$ cat src/rtl/intersection_sequencer.sv
// Phase controller for the TH / Norton signal heads and pedestrian walk lamps.
// Optional walk countdown output is enabled by defining PED_COUNTDOWN_EN.
module intersection_sequencer #(
    parameter int TICKS_PER_MS = 10,
    parameter int GREEN_TH_MS  = 20000,
    parameter int GREEN_N_MS   = 20000,
    parameter int MIN_GREEN_MS = 5000,
    parameter int YELLOW_MS    = 3000,
    parameter int ALLRED_MS    = 1000,
    parameter int WALK_MS      = 10000
) (
    input  logic       CLK,
    input  logic       reset,
    input  logic       sensor_th,
    input  logic       sensor_nn,
    input  logic       sensor_ns,
    input  logic       ped_th,
    input  logic       ped_n,
    output logic       set_th,
    output logic       set_nn,
    output logic       set_ns,
    output logic       chg_th,
    output logic       chg_nn,
    output logic       chg_ns,
    output logic       walk_th,
    output logic       walk_n,
    output logic [2:0] phase,
    output logic       ped_pending
`ifdef PED_COUNTDOWN_EN
    ,
    output logic [7:0] walk_remaining_s
`endif
);

    typedef enum logic [2:0] {
        INIT      = 3'd0,
        TH_GREEN  = 3'd1,
        TH_YELLOW = 3'd2,
        ALLRED_A  = 3'd3,
        N_GREEN   = 3'd4,
        N_YELLOW  = 3'd5,
        ALLRED_B  = 3'd6,
        PED_WALK  = 3'd7
    } state_t;

    localparam int PW = (TICKS_PER_MS > 1) ? $clog2(TICKS_PER_MS) : 1;

    state_t        r_state;
    logic [PW-1:0] r_prescale;
    logic [17:0]   r_phaseMs;
    logic          r_started;
    logic [4:0]    r_sync1;
    logic [4:0]    r_sync2;
    logic [1:0]    r_pedPrev;
    logic          r_pedPending;
    logic          r_setAll;
    logic          r_chgTh;
    logic          r_chgN;
    logic          r_walk;

    logic          w_tick;
    logic [17:0]   w_limit;
    logic          w_timeUp;
    logic          w_gapTh;
    logic          w_gapN;
    logic          w_exit;
    state_t        w_next;
    logic          w_pedRise;
    logic          w_sTh;
    logic          w_sN;

    // Synchronized inputs: bit 0 TH, 1 NN, 2 NS, 3 ped TH, 4 ped Norton.
    assign w_sTh     = r_sync2[0];
    assign w_sN      = r_sync2[1] | r_sync2[2];
    assign w_pedRise = |(r_sync2[4:3] & ~r_pedPrev);
    assign w_tick    = (r_prescale == PW'(TICKS_PER_MS - 1));

    always_comb begin
        w_limit = 18'(ALLRED_MS);
        w_next  = r_state;
        w_exit  = 1'b0;
        case (r_state)
            TH_GREEN:             w_limit = 18'(GREEN_TH_MS);
            N_GREEN:              w_limit = 18'(GREEN_N_MS);
            TH_YELLOW, N_YELLOW:  w_limit = 18'(YELLOW_MS);
            PED_WALK:             w_limit = 18'(WALK_MS);
            default:              w_limit = 18'(ALLRED_MS);
        endcase
        w_timeUp = w_tick && (r_phaseMs == w_limit - 18'd1);
        w_gapTh  = w_tick && (r_phaseMs >= 18'(MIN_GREEN_MS - 1)) && !w_sTh && w_sN;
        w_gapN   = w_tick && (r_phaseMs >= 18'(MIN_GREEN_MS - 1)) && !w_sN && w_sTh;
        // INIT waits for the start-up set pulse so set and chg never coincide.
        case (r_state)
            INIT:      begin w_exit = r_started && w_timeUp; w_next = TH_GREEN;  end
            TH_GREEN:  begin w_exit = w_timeUp || w_gapTh;   w_next = TH_YELLOW; end
            TH_YELLOW: begin w_exit = w_timeUp;              w_next = ALLRED_A;  end
            ALLRED_A:  begin w_exit = w_timeUp;              w_next = N_GREEN;   end
            N_GREEN:   begin w_exit = w_timeUp || w_gapN;    w_next = N_YELLOW;  end
            N_YELLOW:  begin w_exit = w_timeUp;              w_next = ALLRED_B;  end
            ALLRED_B:  begin
                w_exit = w_timeUp;
                w_next = r_pedPending ? PED_WALK : TH_GREEN;
            end
            PED_WALK:  begin w_exit = w_timeUp;              w_next = TH_GREEN;  end
            default:   begin w_exit = 1'b0;                  w_next = INIT;      end
        endcase
    end

`ifdef PED_COUNTDOWN_EN
    localparam int WALK_S_RAW = (WALK_MS + 999) / 1000;
    localparam int WALK_S     = (WALK_S_RAW > 255) ? 255 : WALK_S_RAW;
    localparam int WALK_SUB0  = (WALK_MS - 1) % 1000;
    logic [7:0] r_walkSec;
    logic [9:0] r_walkSub;
    assign walk_remaining_s = r_walkSec;
`endif

    always_ff @(posedge CLK) begin
        if (reset) begin
            r_state      <= INIT;
            r_prescale   <= '0;
            r_phaseMs    <= '0;
            r_started    <= 1'b0;
            r_sync1      <= '0;
            r_sync2      <= '0;
            r_pedPrev    <= '0;
            r_pedPending <= 1'b0;
            r_setAll     <= 1'b0;
            r_chgTh      <= 1'b0;
            r_chgN       <= 1'b0;
            r_walk       <= 1'b0;
`ifdef PED_COUNTDOWN_EN
            r_walkSec    <= '0;
            r_walkSub    <= '0;
`endif
        end else begin
            r_sync1   <= {ped_n, ped_th, sensor_ns, sensor_nn, sensor_th};
            r_sync2   <= r_sync1;
            r_pedPrev <= r_sync2[4:3];
            r_started <= 1'b1;
            r_setAll  <= !r_started;
            r_chgTh   <= w_exit && (w_next == TH_GREEN || r_state == TH_GREEN
                                    || r_state == TH_YELLOW);
            r_chgN    <= w_exit && (r_state == ALLRED_A || r_state == N_GREEN
                                    || r_state == N_YELLOW);
            r_pedPending <= ((w_exit && w_next == PED_WALK) ? 1'b0 : r_pedPending)
                            | w_pedRise;

            if (w_exit) begin
                r_state    <= w_next;
                r_prescale <= '0;
                r_phaseMs  <= '0;
                r_walk     <= (w_next == PED_WALK);
            end else begin
                r_prescale <= w_tick ? '0 : r_prescale + 1'b1;
                if (w_tick)
                    r_phaseMs <= r_phaseMs + 18'd1;
            end

`ifdef PED_COUNTDOWN_EN
            // Seconds drop each time the remaining ms crosses a 1000 boundary.
            if (w_exit && w_next == PED_WALK) begin
                r_walkSec <= 8'(WALK_S);
                r_walkSub <= 10'(WALK_SUB0);
            end else if (w_exit) begin
                r_walkSec <= '0;
                r_walkSub <= '0;
            end else if (r_state == PED_WALK && w_tick) begin
                if (r_walkSub == 10'd0) begin
                    if (r_walkSec != 8'd0)
                        r_walkSec <= r_walkSec - 8'd1;
                    r_walkSub <= 10'd999;
                end else begin
                    r_walkSub <= r_walkSub - 10'd1;
                end
            end
`endif
        end
    end

    assign set_th      = r_setAll;
    assign set_nn      = r_setAll;
    assign set_ns      = r_setAll;
    assign chg_th      = r_chgTh;
    assign chg_nn      = r_chgN;
    assign chg_ns      = r_chgN;
    assign walk_th     = r_walk;
    assign walk_n      = r_walk;
    assign phase       = r_state;
    assign ped_pending = r_pedPending;

endmodule
$ cat config.mk
export PLATFORM = sky130hd
export DESIGN_NAME = intersection_sequencer
export DESIGN_NICKNAME = d
export VERILOG_FILES = /design/src/rtl/intersection_sequencer.sv
export SDC_FILE = /design/constraint.sdc
export NUM_CORES = 1
export LEC_CHECK = 0
export CAP_MARGIN = 0
export CORE_AREA = 3 3 69 71
export DETAILED_ROUTE_END_ITERATION = 10
export DIE_AREA = 0 0 72 74
export HOLD_SLACK_MARGIN = 0.08
export PLACE_DENSITY = 0.67
export SYNTH_ARGS = -nofsm -noshare
export SYNTH_HDL_FRONTEND = slang
export SYNTH_SLANG_ARGS = --single-unit
export TNS_END_PERCENT = 20
$ cat constraint.sdc
create_clock -name CLK -period 3.15 [get_ports CLK]
set_input_delay 0.63 -clock CLK [delete_from_list [all_inputs] [get_ports CLK]]
set_output_delay 0.63 -clock CLK [all_outputs]
set_load 0.005 [all_outputs]
# == Word level (Yosys, flattened, before mapping) ==
# Index checks and enable logic that the tools add are counted.
# totals
ff_bits,43
latch_bits,0
mem_bits_rw,0
romBits,0
out_inout_bits,12
elab_cells,64
n_memories,0
# op_classes
addsub,3
mul,0
n_div,0
magnitude_cmp,1
n_eq_ne,11
shift,0
n_mux,6
bitwise,4
n_reduce_logical,27
# ops
cell,n
one-hot mux 15 bit (3 select lines),1
one-hot mux 3 bit (7 select lines),1
"adder 18 x 1 -> 18 bit, second input constant",1
equality test 18 bit,1
"greater-or-equal comparator 18 x 13 -> 1 bit, second input constant",1
"subtractor 18 x 1 -> 18 bit, second input constant",1
"equality test 3 bit, second input constant",5
logical AND 1 bit,10
OR reduction 2 bit,5
"equality test 3 x 1 -> 1 bit, second input constant",2
"equality test 3 x 2 -> 1 bit, second input constant",2
logical OR 1 bit,6
OR reduction 5 bit,1
"adder 4 x 1 -> 4 bit, second input constant",1
"equality test 4 bit, second input constant",1
one-hot mux 1 bit (4 select lines),1
zero test 1 bit,3
zero test 3 bit,1
2-to-1 mux 3 bit,1
OR reduction 3 bit,1
AND 2 bit,1
2-to-1 mux 1 bit,2
inverter 2 bit,1
OR 1 bit,2

# == Depth between registers and ports, before layout ==
# depth
depth_word,11
ltp_mapped,13

# == Worst setup path before layout ==
# OpenSTA, ideal clock, no wires.
# synth_path
kind,reg2reg
startpoint,"reg r_state[0], in the netlist phase[0]"
endpoint,"reg r_chgTh, in the netlist chg_th"
setup_ns,0.100
t_arrival_ns,2.589
required_ns,3.050
setup_slack_ns,0.461
path_stages_with_launch,13
n_path_buf,1
period_less_slack_ns,2.689
cell_sequence,dfxtp_1 buf_4 nand2b_1 o21a_1 ha_1 ha_1 xnor2_1 nor4_2 o311ai_1 nor2_2 a31oi_4 or2_4 a2111oi_4
# synth_via
elab_chain_len,9
# synth_lines
item,line,rtl
start: declaration,48,state_t r_state;
start signal: assignment,150,r_state <= w_next;
equality test 3 x 2 -> 1 bit (tied with other cells),"82, 93, 143",
OR reduction 2 bit (on tied branches),n/a,
one-hot mux 15 bit (3 select lines),82,case (r_state)
subtractor 18 x 1 -> 18 bit,89,w_timeUp = w_tick && (r_phaseMs == w_limit - 18'd1);
equality test 18 bit,89,
logical AND 1 bit,89,
logical OR 1 bit (tied with other cells),98,N_GREEN: begin w_exit = w_timeUp || w_gapN; w_next = N_YELLOW; end
one-hot mux 1 bit (4 select lines),93,case (r_state)
logical AND 1 bit (*),142,r_chgTh <= w_exit && (w_next == TH_GREEN || r_state == TH_GREEN
end signal: assignment,142,
end: declaration,57,logic r_chgTh;
# Every way passes the cells marked *; elsewhere a longest branch is shown, timed or not.
# A chain may end at the register's enable or synchronous reset.

# == Worst setup path in the final report ==
# Ends and elaborated chain as after synthesis.

==> results.sh <==
export IMPL_first_pass_iters=4
export IMPL_ys_ff_latch=43
export IMPL_numCtsBuffers=5
export IMPL_synthCells=227
export IMPL_die_w_um=72
export IMPL_clock_path_buffers=2
export IMPL_maxCapViolCount=0
export IMPL_status="finished, final reports clean"
export IMPL_m1WireLength_um=1758
export IMPL_final_cells=296
export IMPL_cts_sinks=43
export IMPL_crit_arrival_ps=2970
export IMPL_synth_xor_area_frac=0.1022
export IMPL_p_per_area_nw_per_um2=415.0
export IMPL_grt_pass1_wl_um=6361
export IMPL_synth_distinct_cells=49
export IMPL_multi_input_area_um2=1095
export IMPL_cts_setup_buffers=0
export IMPL_area_growth_pct=14.54
export IMPL_critPathCaptureType="register"
export IMPL_cp_max_fo=9
export IMPL_drc=0
export IMPL_routed_wl_um=3647
export IMPL_vias=1542
export IMPL_start_kind="register"
export IMPL_place_gp_congestion=0.8187
export IMPL_p_leak_nw=0.8019
export IMPL_tns_ps=0
export IMPL_holdPathStages=1
export IMPL_routed_top_layer="met4"
export IMPL_synth_ff_type="dfxtp_1"
export IMPL_synthArstFlopShare=0
export IMPL_synth_compound_area_frac=0.1192
export IMPL_finalMaxSlewViolations=0
export IMPL_clkTransAtPathRegs_ps=90
export IMPL_tightest_slew_ps=727.8
export IMPL_synth_top_family_by_area="simple AND/OR/NAND/NOR gates"
export IMPL_wl_met2_um=1653
export IMPL_fp_dieArea_um2=5328
export IMPL_finalCriticalPeriod_ps=2757
export IMPL_dpl_cell_area_um2=2261
export IMPL_yosys_area_share_simple=0.2609
export IMPL_cts_resized=0
export IMPL_max_freq_mhz=362.7
export IMPL_grt_pass1_vias=1388
export IMPL_slew_headroom=0.5103
export IMPL_synth_nets=239
export IMPL_syn_area_um2=2057
export IMPL_setup_viol=0
export IMPL_finalHoldViolCount=0
export IMPL_ir_worst_vdd_mv=0.3067
export IMPL_fin_ws_ps=393.1
export IMPL_syn_avg_cell_area_um2=9.062
export IMPL_met3_length_um=171
export IMPL_seq_area_frac_synth=0.4185
export IMPL_yosys_warnings=0
export IMPL_clk_latency_ps=300
export IMPL_power_mw=0.9776
export IMPL_synth_area_mux_share=0.01460
export IMPL_ctsHoldBuffers=0
export IMPL_clock_skew_ps=8.616
export IMPL_root_buffer="clkbuf_8"
export IMPL_viasPerCell=5.209
export IMPL_die_h_um=74
export IMPL_grtUsageTotal=0.1525
export IMPL_rsz0062_at_grt="false"
export IMPL_start_util=0.4790
export IMPL_hold_class="reg -> reg"
export IMPL_reg2regPathDepth=11
export IMPL_drive_gt1_frac=0.09836
export IMPL_period_share=0.8752
export IMPL_dp_slack_ps=404.8
export IMPL_synth_edf_count=0
export IMPL_overflow=0
export IMPL_port_buffer_count=18
export IMPL_path_class="reg -> reg"
export IMPL_n_antenna_cell=0
export IMPL_drt_wirelength_per_cell_um=12.32
export IMPL_dp_cells=288
export IMPL_ant_nets=0
export IMPL_hpwl_um=2594
export IMPL_nets=255
export IMPL_antenna_found_initial=0
export IMPL_drtIter0Drc=100
export IMPL_register_area_um2=860.8
export IMPL_synthAdderAreaFrac=0.03528
export IMPL_cts_htree_levels=2
export IMPL_stdcell_area_um2=2356
export IMPL_num_fill_cells=394
export IMPL_core_area_um2=4294
export IMPL_worstPathRequired_ps=3360
export IMPL_grt_max_degree=19
export IMPL_rows=24
export IMPL_num_io_pins=19
export IMPL_cts_tree="done"
worst max-delay path, stage by stage (launching register included):
cell and delay [ps]:
dfxtp_1 410, xor2_1 200, mux2i_1 130, ha_1 220, ha_1 290, xnor2_1 140
nor4_2 210, o311ai_1 140, nor2_2 170, a31oi_4 170, or2_4 280, a2111oi_4 290
layout make-up:
cell class,instances,share of cell area
inverters,6,0.009559
multi-input cells,164,0.4647
clock inverters,3,0.01115
well taps,52,0.02762
flip-flops and latches,43,0.3654
clock buffers,5,0.02921
repair buffers,23,0.09241
cell usage after synthesis, drive strengths merged (2+ instances only):
library cell	n	area [um^2]
a2111oi	2	42.54
a21oi	9	45.04
a31oi	2	27.53
and2	2	12.51
buf	9	60.05
clkbuf	5	18.77
dfxtp	43	860.8
ha	5	62.56
inv	6	22.52
mux2i	3	30.03
nand2	12	45.04
nand2b	8	50.05
nand3	7	35.03
nand3b	2	15.01
nand4	5	31.28
nor2	30	115.1
nor2b	13	81.33
nor3	8	40.04
nor4	5	37.53
o21ai	7	46.29
o22ai	2	18.77
or2	2	15.02
or3	2	17.52
xnor2	11	96.34
xor2	13	113.9
layer usage:
layer,vias up,track usage
met5,-,0
li1,810,-
met4,0,0.05846
met2,33,0.2235
met1,690,0.2136
met3,9,0.04324
cell families after synthesis:
| family | Yosys count |
|---|---|
| simple gates | 101 |
| flops | 43 |
| compound gates | 30 |
| xor+xnor | 24 |
| buf+inv | 20 |
| fa+ha+maj | 6 |
| mux | 3 |
worst paths after layout:
kind,from,to,slack [ps]
min,r_sync1[3],r_sync2[3],440
max reg2reg,phase[0],chg_th,390
max,phase[0],chg_th,390
min reg2reg,r_sync1[3],r_sync2[3],440
layout by cell type (no fill, tap or decap), drive strengths merged, types with 3 or more instances in the layout:
master         count
nor2              30
xor2              13
nand2             12
nor4               5
nor3               8
inv                8
clkdlybuf4s50     18
nand4              5
mux2i              3
nor2b             13
o21ai              7
nand2b             8
nand3              7
ha                 5
a21oi              9
xnor2             11
clkbuf             5
dfxtp             43
buf                5
sequential cells by signal, indices dropped and copies added (netlist names):
| register | flops |
|---|---|
| ped_pending | 1 |
| r_sync2 | 5 |
| r_pedPrev | 2 |
| r_phaseMs | 18 |
| chg_nn | 1 |
| chg_th | 1 |
| walk_n | 1 |
| r_started | 1 |
| phase | 3 |
| r_sync1 | 5 |
| set_nn | 1 |
| r_prescale | 4 |
metrics by stage:
stage          hold WS (ps)    util
3_3_place_gp          415.7  0.5265
4_1_cts               444.9  0.5487
5_1_grt               460.1  0.5487
3_5_place_dp          422.3  0.5265
2_1_floorplan         412.5       -
6_report              441.0  0.5487
power breakdown:
group          total, mW  internal (mW)  switching [mW]
sequential         0.562          0.556         0.00658
combinational     0.0428         0.0236          0.0191
clock              0.373          0.163           0.210
total              0.978          0.742           0.235
(Power assumes the default switching activity.)
